## config.mk

```make
export PLATFORM = sky130hd
export DESIGN_NAME = lock_access_arbiter_flat
export DESIGN_NICKNAME = d
export VERILOG_FILES = /design/src/rtl/lock_access_arbiter_if.sv /design/src/rtl/lock_access_arbiter.sv /design/src/flat_wrapper.sv
export SDC_FILE = /design/constraint.sdc
export NUM_CORES = 1
export LEC_CHECK = 0
export CORE_UTILIZATION = 55
export DETAILED_ROUTE_END_ITERATION = 8
export GPL_TIMING_DRIVEN = 1
export PLACE_DENSITY_LB_ADDON = 0.1
export SYNTH_ARGS = -nofsm -noshare
export SYNTH_HDL_FRONTEND = slang
export SYNTH_SLANG_ARGS = --single-unit
```

## constraint.sdc

```tcl
create_clock -name clk -period 5.5 [get_ports clk]
set_input_delay 1.1 -clock clk [delete_from_list [all_inputs] [get_ports clk]]
set_output_delay 1.1 -clock clk [all_outputs]
set_load 0.01 [all_outputs]
```

## src/rtl/lock_access_arbiter_if.sv

```systemverilog
// Requester/actuator signal bundle for lock_access_arbiter; master drives requests and ack,
// slave (the arbiter) drives grants, actuator controls and status.
interface lock_access_arbiter_if;
    logic [1:0] req;
    logic       act_ack;
    logic       clr_err;
    logic [1:0] gnt;
    logic       act_en;
    logic       act_sel;
    logic       busy;
    logic [1:0] done;
    logic       err;
    logic [2:0] state_o;

    modport master (
        output req, act_ack, clr_err,
        input  gnt, act_en, act_sel, busy, done, err, state_o
    );

    modport slave (
        input  req, act_ack, clr_err,
        output gnt, act_en, act_sel, busy, done, err, state_o
    );
endinterface

```

## src/rtl/lock_access_arbiter.sv

```systemverilog
// Round-robin arbiter sequencing a shared lock actuator through ARM/HOLD/REL with ack timeouts; grant one edge after request.
// No backpressure: requests are level and held until done/err; ena=0 freezes everything, faults latch until clr_err.
module lock_access_arbiter #(
    parameter int HOLD_CYCLES    = 8,
    parameter int TIMEOUT_CYCLES = 16,
    parameter int CNT_W          = 5
) (
    input  logic                  clk,
    input  logic                  rst_n,
    input  logic                  ena,
    lock_access_arbiter_if.slave  bus
);

    typedef enum logic [2:0] {
        S_IDLE = 3'b000,
        S_ARM  = 3'b001,
        S_HOLD = 3'b010,
        S_REL  = 3'b011,
        S_ERR  = 3'b100
    } state_t;

    localparam logic [CNT_W-1:0] HOLD_LAST = CNT_W'(HOLD_CYCLES - 1);
    localparam logic [CNT_W-1:0] TO_LAST   = CNT_W'(TIMEOUT_CYCLES - 1);

    state_t           state_q, state_d;
    logic [CNT_W-1:0] cnt_q, cnt_d;
    logic             last_q, last_d;
    logic             sel_q, sel_d;
    logic [1:0]       gnt_q, gnt_d;
    logic             act_en_q, act_en_d;
    logic             busy_q, busy_d;
    logic [1:0]       done_q, done_d;
    logic             err_q, err_d;
    logic             own;

    always_comb begin
        state_d  = state_q;
        cnt_d    = cnt_q;
        last_d   = last_q;
        sel_d    = sel_q;
        gnt_d    = gnt_q;
        act_en_d = act_en_q;
        busy_d   = busy_q;
        err_d    = err_q;
        done_d   = 2'b00;
        own      = 1'b0;

        if (ena) begin
            case (state_q)
                S_IDLE: begin
                    // On a tie the channel that did not finish last wins.
                    own = bus.req[0] ? (bus.req[1] ? ~last_q : 1'b0) : 1'b1;
                    if (|bus.req) begin
                        state_d  = S_ARM;
                        sel_d    = own;
                        gnt_d    = own ? 2'b10 : 2'b01;
                        act_en_d = 1'b1;
                        busy_d   = 1'b1;
                        cnt_d    = '0;
                    end
                end
                S_ARM: begin
                    if (bus.act_ack) begin
                        state_d = S_HOLD;
                        cnt_d   = '0;
                    end else if (cnt_q == TO_LAST) begin
                        state_d  = S_ERR;
                        gnt_d    = 2'b00;
                        act_en_d = 1'b0;
                        err_d    = 1'b1;
                        cnt_d    = '0;
                    end else begin
                        cnt_d = cnt_q + CNT_W'(1);
                    end
                end
                S_HOLD: begin
                    if (!bus.req[sel_q] || cnt_q == HOLD_LAST) begin
                        state_d  = S_REL;
                        act_en_d = 1'b0;
                        cnt_d    = '0;
                    end else begin
                        cnt_d = cnt_q + CNT_W'(1);
                    end
                end
                S_REL: begin
                    if (!bus.act_ack) begin
                        state_d = S_IDLE;
                        gnt_d   = 2'b00;
                        busy_d  = 1'b0;
                        done_d  = sel_q ? 2'b10 : 2'b01;
                        last_d  = sel_q;
                        cnt_d   = '0;
                    end else if (cnt_q == TO_LAST) begin
                        state_d = S_ERR;
                        gnt_d   = 2'b00;
                        err_d   = 1'b1;
                        cnt_d   = '0;
                    end else begin
                        cnt_d = cnt_q + CNT_W'(1);
                    end
                end
                S_ERR: begin
                    if (bus.clr_err) begin
                        state_d = S_IDLE;
                        err_d   = 1'b0;
                        busy_d  = 1'b0;
                    end
                end
                default: begin
                    state_d  = S_IDLE;
                    gnt_d    = 2'b00;
                    act_en_d = 1'b0;
                    busy_d   = 1'b0;
                    err_d    = 1'b0;
                    cnt_d    = '0;
                end
            endcase
        end
    end

    always_ff @(posedge clk) begin
        if (!rst_n) begin
            state_q  <= S_IDLE;
            cnt_q    <= '0;
            last_q   <= 1'b1;
            sel_q    <= 1'b0;
            gnt_q    <= 2'b00;
            act_en_q <= 1'b0;
            busy_q   <= 1'b0;
            done_q   <= 2'b00;
            err_q    <= 1'b0;
        end else begin
            state_q  <= state_d;
            cnt_q    <= cnt_d;
            last_q   <= last_d;
            sel_q    <= sel_d;
            gnt_q    <= gnt_d;
            act_en_q <= act_en_d;
            busy_q   <= busy_d;
            done_q   <= done_d;
            err_q    <= err_d;
        end
    end

    assign bus.gnt     = gnt_q;
    assign bus.act_en  = act_en_q;
    assign bus.act_sel = sel_q;
    assign bus.busy    = busy_q;
    assign bus.done    = done_q;
    assign bus.err     = err_q;
    assign bus.state_o = state_q;

endmodule

```

## src/flat_wrapper.sv

```systemverilog
// flat-port wrapper written by rule: the top's interface ports become plain ports
module lock_access_arbiter_flat 
#(
    parameter int HOLD_CYCLES    = 8,
    parameter int TIMEOUT_CYCLES = 16,
    parameter int CNT_W          = 5
)
  (clk, rst_n, ena, bus_req, bus_act_ack, bus_clr_err, bus_gnt, bus_act_en, bus_act_sel, bus_busy, bus_done, bus_err, bus_state_o);
  lock_access_arbiter_if bus_i ();
  input  logic clk;
  input  logic rst_n;
  input  logic ena;
  input wire logic [$bits(bus_i.req)-1:0] bus_req;
  input wire logic [$bits(bus_i.act_ack)-1:0] bus_act_ack;
  input wire logic [$bits(bus_i.clr_err)-1:0] bus_clr_err;
  output wire logic [$bits(bus_i.gnt)-1:0] bus_gnt;
  output wire logic [$bits(bus_i.act_en)-1:0] bus_act_en;
  output wire logic [$bits(bus_i.act_sel)-1:0] bus_act_sel;
  output wire logic [$bits(bus_i.busy)-1:0] bus_busy;
  output wire logic [$bits(bus_i.done)-1:0] bus_done;
  output wire logic [$bits(bus_i.err)-1:0] bus_err;
  output wire logic [$bits(bus_i.state_o)-1:0] bus_state_o;
  assign bus_i.req = bus_req;
  assign bus_i.act_ack = bus_act_ack;
  assign bus_i.clr_err = bus_clr_err;
  assign bus_gnt = bus_i.gnt;
  assign bus_act_en = bus_i.act_en;
  assign bus_act_sel = bus_i.act_sel;
  assign bus_busy = bus_i.busy;
  assign bus_done = bus_i.done;
  assign bus_err = bus_i.err;
  assign bus_state_o = bus_i.state_o;
  lock_access_arbiter #(.HOLD_CYCLES(HOLD_CYCLES), .TIMEOUT_CYCLES(TIMEOUT_CYCLES), .CNT_W(CNT_W)) u_core (.clk(clk), .rst_n(rst_n), .ena(ena), .bus(bus_i));
endmodule
```

Yosys cells after proc, flatten, opt, wreduce, memory -nomap -nowiden
Cells that the tools add are included.
{"block": "word_totals", "regBits": 17, "in_bits": 7, "output_inout_bits": 11, "elab_cells": 87}
{"block": "op_classes", "addsub": 1, "n_lt_le_gt_ge": 1, "n_eq_ne": 13, "mux": 36, "bitwise_logic": 10, "reduce_logical": 17}
{"operator": "5-bit 2-to-1 mux", "n": 5}
{"operator": "5-bit one-hot mux with 5 select lines", "n": 1}
{"operator": "3-bit 2-to-1 mux", "n": 6}
{"operator": "3-bit one-hot mux with 5 select lines", "n": 1}
{"operator": "1-bit 2-to-1 mux", "n": 13}
{"operator": "2-bit 2-to-1 mux", "n": 6}
{"operator": "1-bit one-hot mux with 4 select lines", "n": 3}
{"operator": "1-bit NOT", "n": 10}
{"operator": "5-bit AND reduction", "n": 2}
{"operator": "2-bit OR reduction", "n": 5}
{"operator": "3-bit AND reduction", "n": 3}
{"operator": "2-bit != test (second input constant)", "n": 4}
{"operator": "2-bit one-hot mux with 4 select lines", "n": 1}
{"operator": "4-bit AND reduction", "n": 2}
{"operator": "3-bit by 2-bit equality test with 1-bit output (second input constant)", "n": 2}
{"operator": "2-bit by 1-bit != test with 1-bit output (second input constant)", "n": 3}
{"operator": "6-bit AND reduction", "n": 1}
{"operator": "5-bit by 1-bit adder with 5-bit output (second input constant)", "n": 1}
{"operator": "5-bit by 3-bit equality test with 1-bit output (second input constant)", "n": 1}
{"operator": "5-bit by 4-bit equality test with 1-bit output (second input constant)", "n": 1}
{"operator": "4-bit OR reduction", "n": 1}
{"operator": "3-bit by 1-bit equality test with 1-bit output (second input constant)", "n": 1}
{"operator": "3-bit equality test (second input constant)", "n": 1}
{"operator": "3-bit logical NOT", "n": 1}
{"operator": "3 further kinds", "n": 3}

Longest topological paths before layout
{"block": "logic_depth", "depth_word": 6, "depth_mapped": 8, "mapped_depth_nobuf": 8}

Least setup slack after synthesis
Ideal clock, no wire load.
{"block": "synth_path", "path_kind": "input port to flip-flop", "start": "input bus_act_ack", "end": "register u_core.gnt_q[0], in the netlist u_core.bus.gnt[0]", "setup_time_ns": 0.070, "arrival_ns": 2.295, "required_time_ns": 5.430, "setup_slack_ns": 3.135, "cell_stages": 5, "n_path_buf": 1, "path_cell_list": "buf_2 nor2b_1 or4b_1 a2111o_1 a21boi_1"}
{"block": "synth_via", "elab_chain_len": 2, "elab_cells_between_ends": 4, "cone_classes": "1 x eq/ne; 2 x mux; 1 x reduce/logical"}
{"element": "from (decl)", "line_no": "flat_wrapper.sv:14", "text": "input wire logic [$bits(bus_i.act_ack)-1:0] bus_act_ack;"}
{"element": "2-bit 2-to-1 mux or 2-bit != test (tied branches)"}
{"element": "2-bit one-hot mux with 4 select lines or 4-bit AND reduction (tied branches)"}
{"element": "to (signal assigned)", "line_no": "lock_access_arbiter.sv:137", "text": "gnt_q <= gnt_d;"}
{"element": "to (decl)", "line_no": "lock_access_arbiter.sv:29", "text": "logic [1:0] gnt_q, gnt_d;"}
Several ways; a longest one is shown, not always the timed one.
A chain may end at the register's enable or synchronous reset.

Worst setup path after layout
Same ends and word-level chain as after synthesis.

==> results.md <==
* Vias in the first global route at between 900 and 1k
* DRC viols at 0
* Share of cells above drive strength 1 at 0.0504
* Post-CTS setup buffer count at 0
* First-pass DRT Iterations at 4
* Tightest Pin Transition at 716 ps
* Die Y at about 46 um
* Routed vias at between 1k and 1.5k
* CP arrival at 2930 ps
* DP Area at approximately 0.0012 mm2
* H-tree depth at 1
* Final slew viol count at 0
* Min Hold Slack at 494 ps
* Post-synthesis simple-gate area fraction at 0.291
* Cts hold-fix bufs at 0
* Post-synthesis mux area share at 0.0189
* Lkg Pwr at between 0.4 and 0.5 nW
* Die Footprint at around 0.0021 mm2
* Worst slew margin at 0.519
* Drt wl/cell at ~15 um
* DR vias/cell at approximately 6.4
* Final Hold Vio Count at 0
* Tot GR Track Use at 0.267
* Post-synth cell types at 40
* CP Launch Point: bus_act_ack
* Worst slack, placed at around 2500 ps
* Maximum VDD drop at approximately 0.13 mV
* Ant. Diodes at 0
* Status: finished clean
* Post-synthesis cell count at ~130
* PortBufs at 17
* Global-route wire length before repair at 4.11 mm
* Sequential-to-total area share from yosys stat at 0.322
* Layout area overhead at 18.6%
* XOR/XNOR Fraction of Synth Area at 0.0166
* Main combinational cell family by area after synthesis: simple AND/OR/NAND/NOR gates
* Final net count at 150
* Yosys reg bits at 17
* Critical Path RT at 5720 ps
* FF-to-FF Start: u_core.cnt_q[0]
* Final Worst Setup Slack at 2800 ps
* GP Congestion at approximately 0.81
* Initial antenna violation count at 0
* Clock buffer depth at 2
* Fillers at ~150
* Cell area power density at 206 mW/mm2
* Max Cap Violations at 0
* Max Fclk at 0.370 GHz
* Worst Setup Start Kind: input pin
* Syn nets at about 140
* Routed WL at about 2.5 mm
* Critical path endpoint: u_core.bus.gnt[0]
* DRT antenna net count at 0
* Top FF cell, synth: dfxtp_1
* Root buffer cell: clkbuf_4
* Largest net degree at the start of global routing at 23
* CTS tree: done
* Syn_area_per_cell at around 8.4 um2
* Fin crit period at ~2700 ps
* Core ar. at ~0.0018 mm2
* RR Endpoint: u_core.bus.gnt[0]
* Final instance area at 0.00125 mm2
* IO Count at 18
* Fin crit share at 0.491
* Worst-Skew Late Latency at ~280 ps
* Row count at 15
* Detail Placement HPWL at between 1.5 and 2 mm
* Synth Area in Compound Gates at 0.264
* Final Skew at 1.13 ps
* # setup viols final at 0
* Clk sink count at 17
* DR iter-0 viols at between 40 and 50
* Number of flops mapped to enable cells by yosys at 0
* Hold Crit Class: flip-flop to flip-flop
* Post-cts resize count at 0
* Flop2flop setup slack at approximately 3300 ps
* Worst Path Max Fanout at 7
* Unrepaired setup endpoints after global routing: no
* CTS clock-pin slew for the worst setup and hold paths at 100 ps
* Syn. warnings at 0
* Reg2Reg Depth at 7
* Gr ovfl total at 0
* Inserted Clock Buffers at 3
* Asr flop ratio synth at 0
* Worst Setup Path Type: input pin to flip-flop
* Post-synthesis adder-cell area fraction at 0.0355
* Synthesized area at approximately 0.0011 mm2
* Initial Util at 0.599
* CP endpoint kind: flip-flop
* Die width at 45.8 um
* Setup TNS at 0 ps
[worst max-delay path, stage by stage]
cell and delay (ps):
clkdlybuf4s50_1 630, nor2b_1 120, or4b_1 530, a2111o_1 420, a21boi_1 120
[state kept, by name, indices dropped and copies added, names as in the netlist]
signal              count
u_core.bus.act_sel      1
u_core.bus.act_en       1
u_core.bus.done         2
u_core.cnt_q            5
u_core.bus.state_o      3
u_core.last_q           1
u_core.bus.err          1
u_core.bus.busy         1
u_core.bus.gnt          2
[area by class of cell]
| cell class | count | area, um2 | area share |
|---|---|---|---|
| multi-input cells | 95 | 662 | 0.528 |
| flip-flops and latches | 17 | 340 | 0.271 |
| repair buffers | 17 | 170 | 0.136 |
| well taps | 25 | 31.3 | 0.0250 |
| clock buffers | 3 | 22.5 | 0.0180 |
| inverters | 6 | 22.5 | 0.0180 |
| clock inverters | 1 | 5.00 | 0.00399 |
[through the flow]
step | instances | total power, mW | util
floorplan | 126 | 0.172 | -
CTS | 164 | 0.261 | 0.711
detailed placement | 160 | 0.193 | 0.695
finish | 164 | 0.258 | 0.711
global placement | 160 | 0.191 | 0.695
global route | 164 | 0.273 | 0.711
[cell usage in the layout, fill, tap and decap left out, types with 2 or more instances in the layout]
master,synthesis,layout
a2111o_1,3,3
a21boi_1,4,4
a21oi_1,2,2
and3_1,4,4
clkbuf_4,0,3
clkdlybuf4s50_1,0,17
dfxtp_1,17,17
ha_1,3,3
inv_1,6,6
mux2i_1,2,2
nand2_1,7,7
nand2b_1,5,5
nand3_1,11,11
nor2_1,7,7
nor2b_1,3,3
nor3_1,5,5
o2111ai_1,2,2
o211ai_1,2,2
o21a_1,2,2
o21ai_0,3,3
o21ai_1,5,5
o221a_1,2,2
o311ai_1,2,2
or3_1,2,2
or4b_1,4,4
[synth_stat cells (all sizes together) (2+ instances only)]
cell type  number  area share
o211ai          2       0.014
buf             2      0.0095
nor2            7       0.025
and3            4       0.024
nand2           7       0.025
o221a           2       0.021
o21ai           8       0.038
nand3          11       0.052
o2111ai         2       0.017
o21a            2       0.014
nor3            5       0.024
a21oi           2      0.0095
ha              3       0.036
inv             6       0.021
a2111o          3       0.032
dfxtp          17        0.32
or3             2       0.012
mux2i           2       0.019
nand2b          5       0.030
nor2b           3       0.018
or4b            4       0.038
clkbuf          6       0.021
a21boi          5       0.036
o311ai          3       0.032
[worst min path at each step]
stage               cells past startpoint               to       startpoint
floorplan                               2    u_core.last_q    u_core.last_q
global placement                        2    u_core.last_q    u_core.last_q
detailed placement                      2  u_core.cnt_q[1]  u_core.cnt_q[1]
CTS                                     2  u_core.cnt_q[1]  u_core.cnt_q[1]
global route                            2  u_core.cnt_q[1]  u_core.cnt_q[1]
finish                                  2    u_core.last_q    u_core.last_q
[power breakdown]
group          total, mW  internal [mW]  switching (mW)
sequential         0.136          0.128         0.00787
combinational     0.0553         0.0268          0.0285
clock             0.0669         0.0270          0.0400
[kinds of logic (layout without fill, tap and decap cells)]
family                     Yosys count  after routing
and+or+nand+nor                     53             53
buffers and inverters               14             27
muxes                                2              2
AOI/OAI and AO/OA                   35             35
adders and majority gates            3              3
DFF                                 17             17
xor gates and xnor gates             2              2
[layer usage]
metal | wire, um | track usage
met3 | 219 | 0.0278
met1 | 1040 | 0.358
met5 | 0 | 0
met4 | 43 | 0.106
met2 | 1200 | 0.434
No activity file was read; power rests on OpenSTA's default activity.
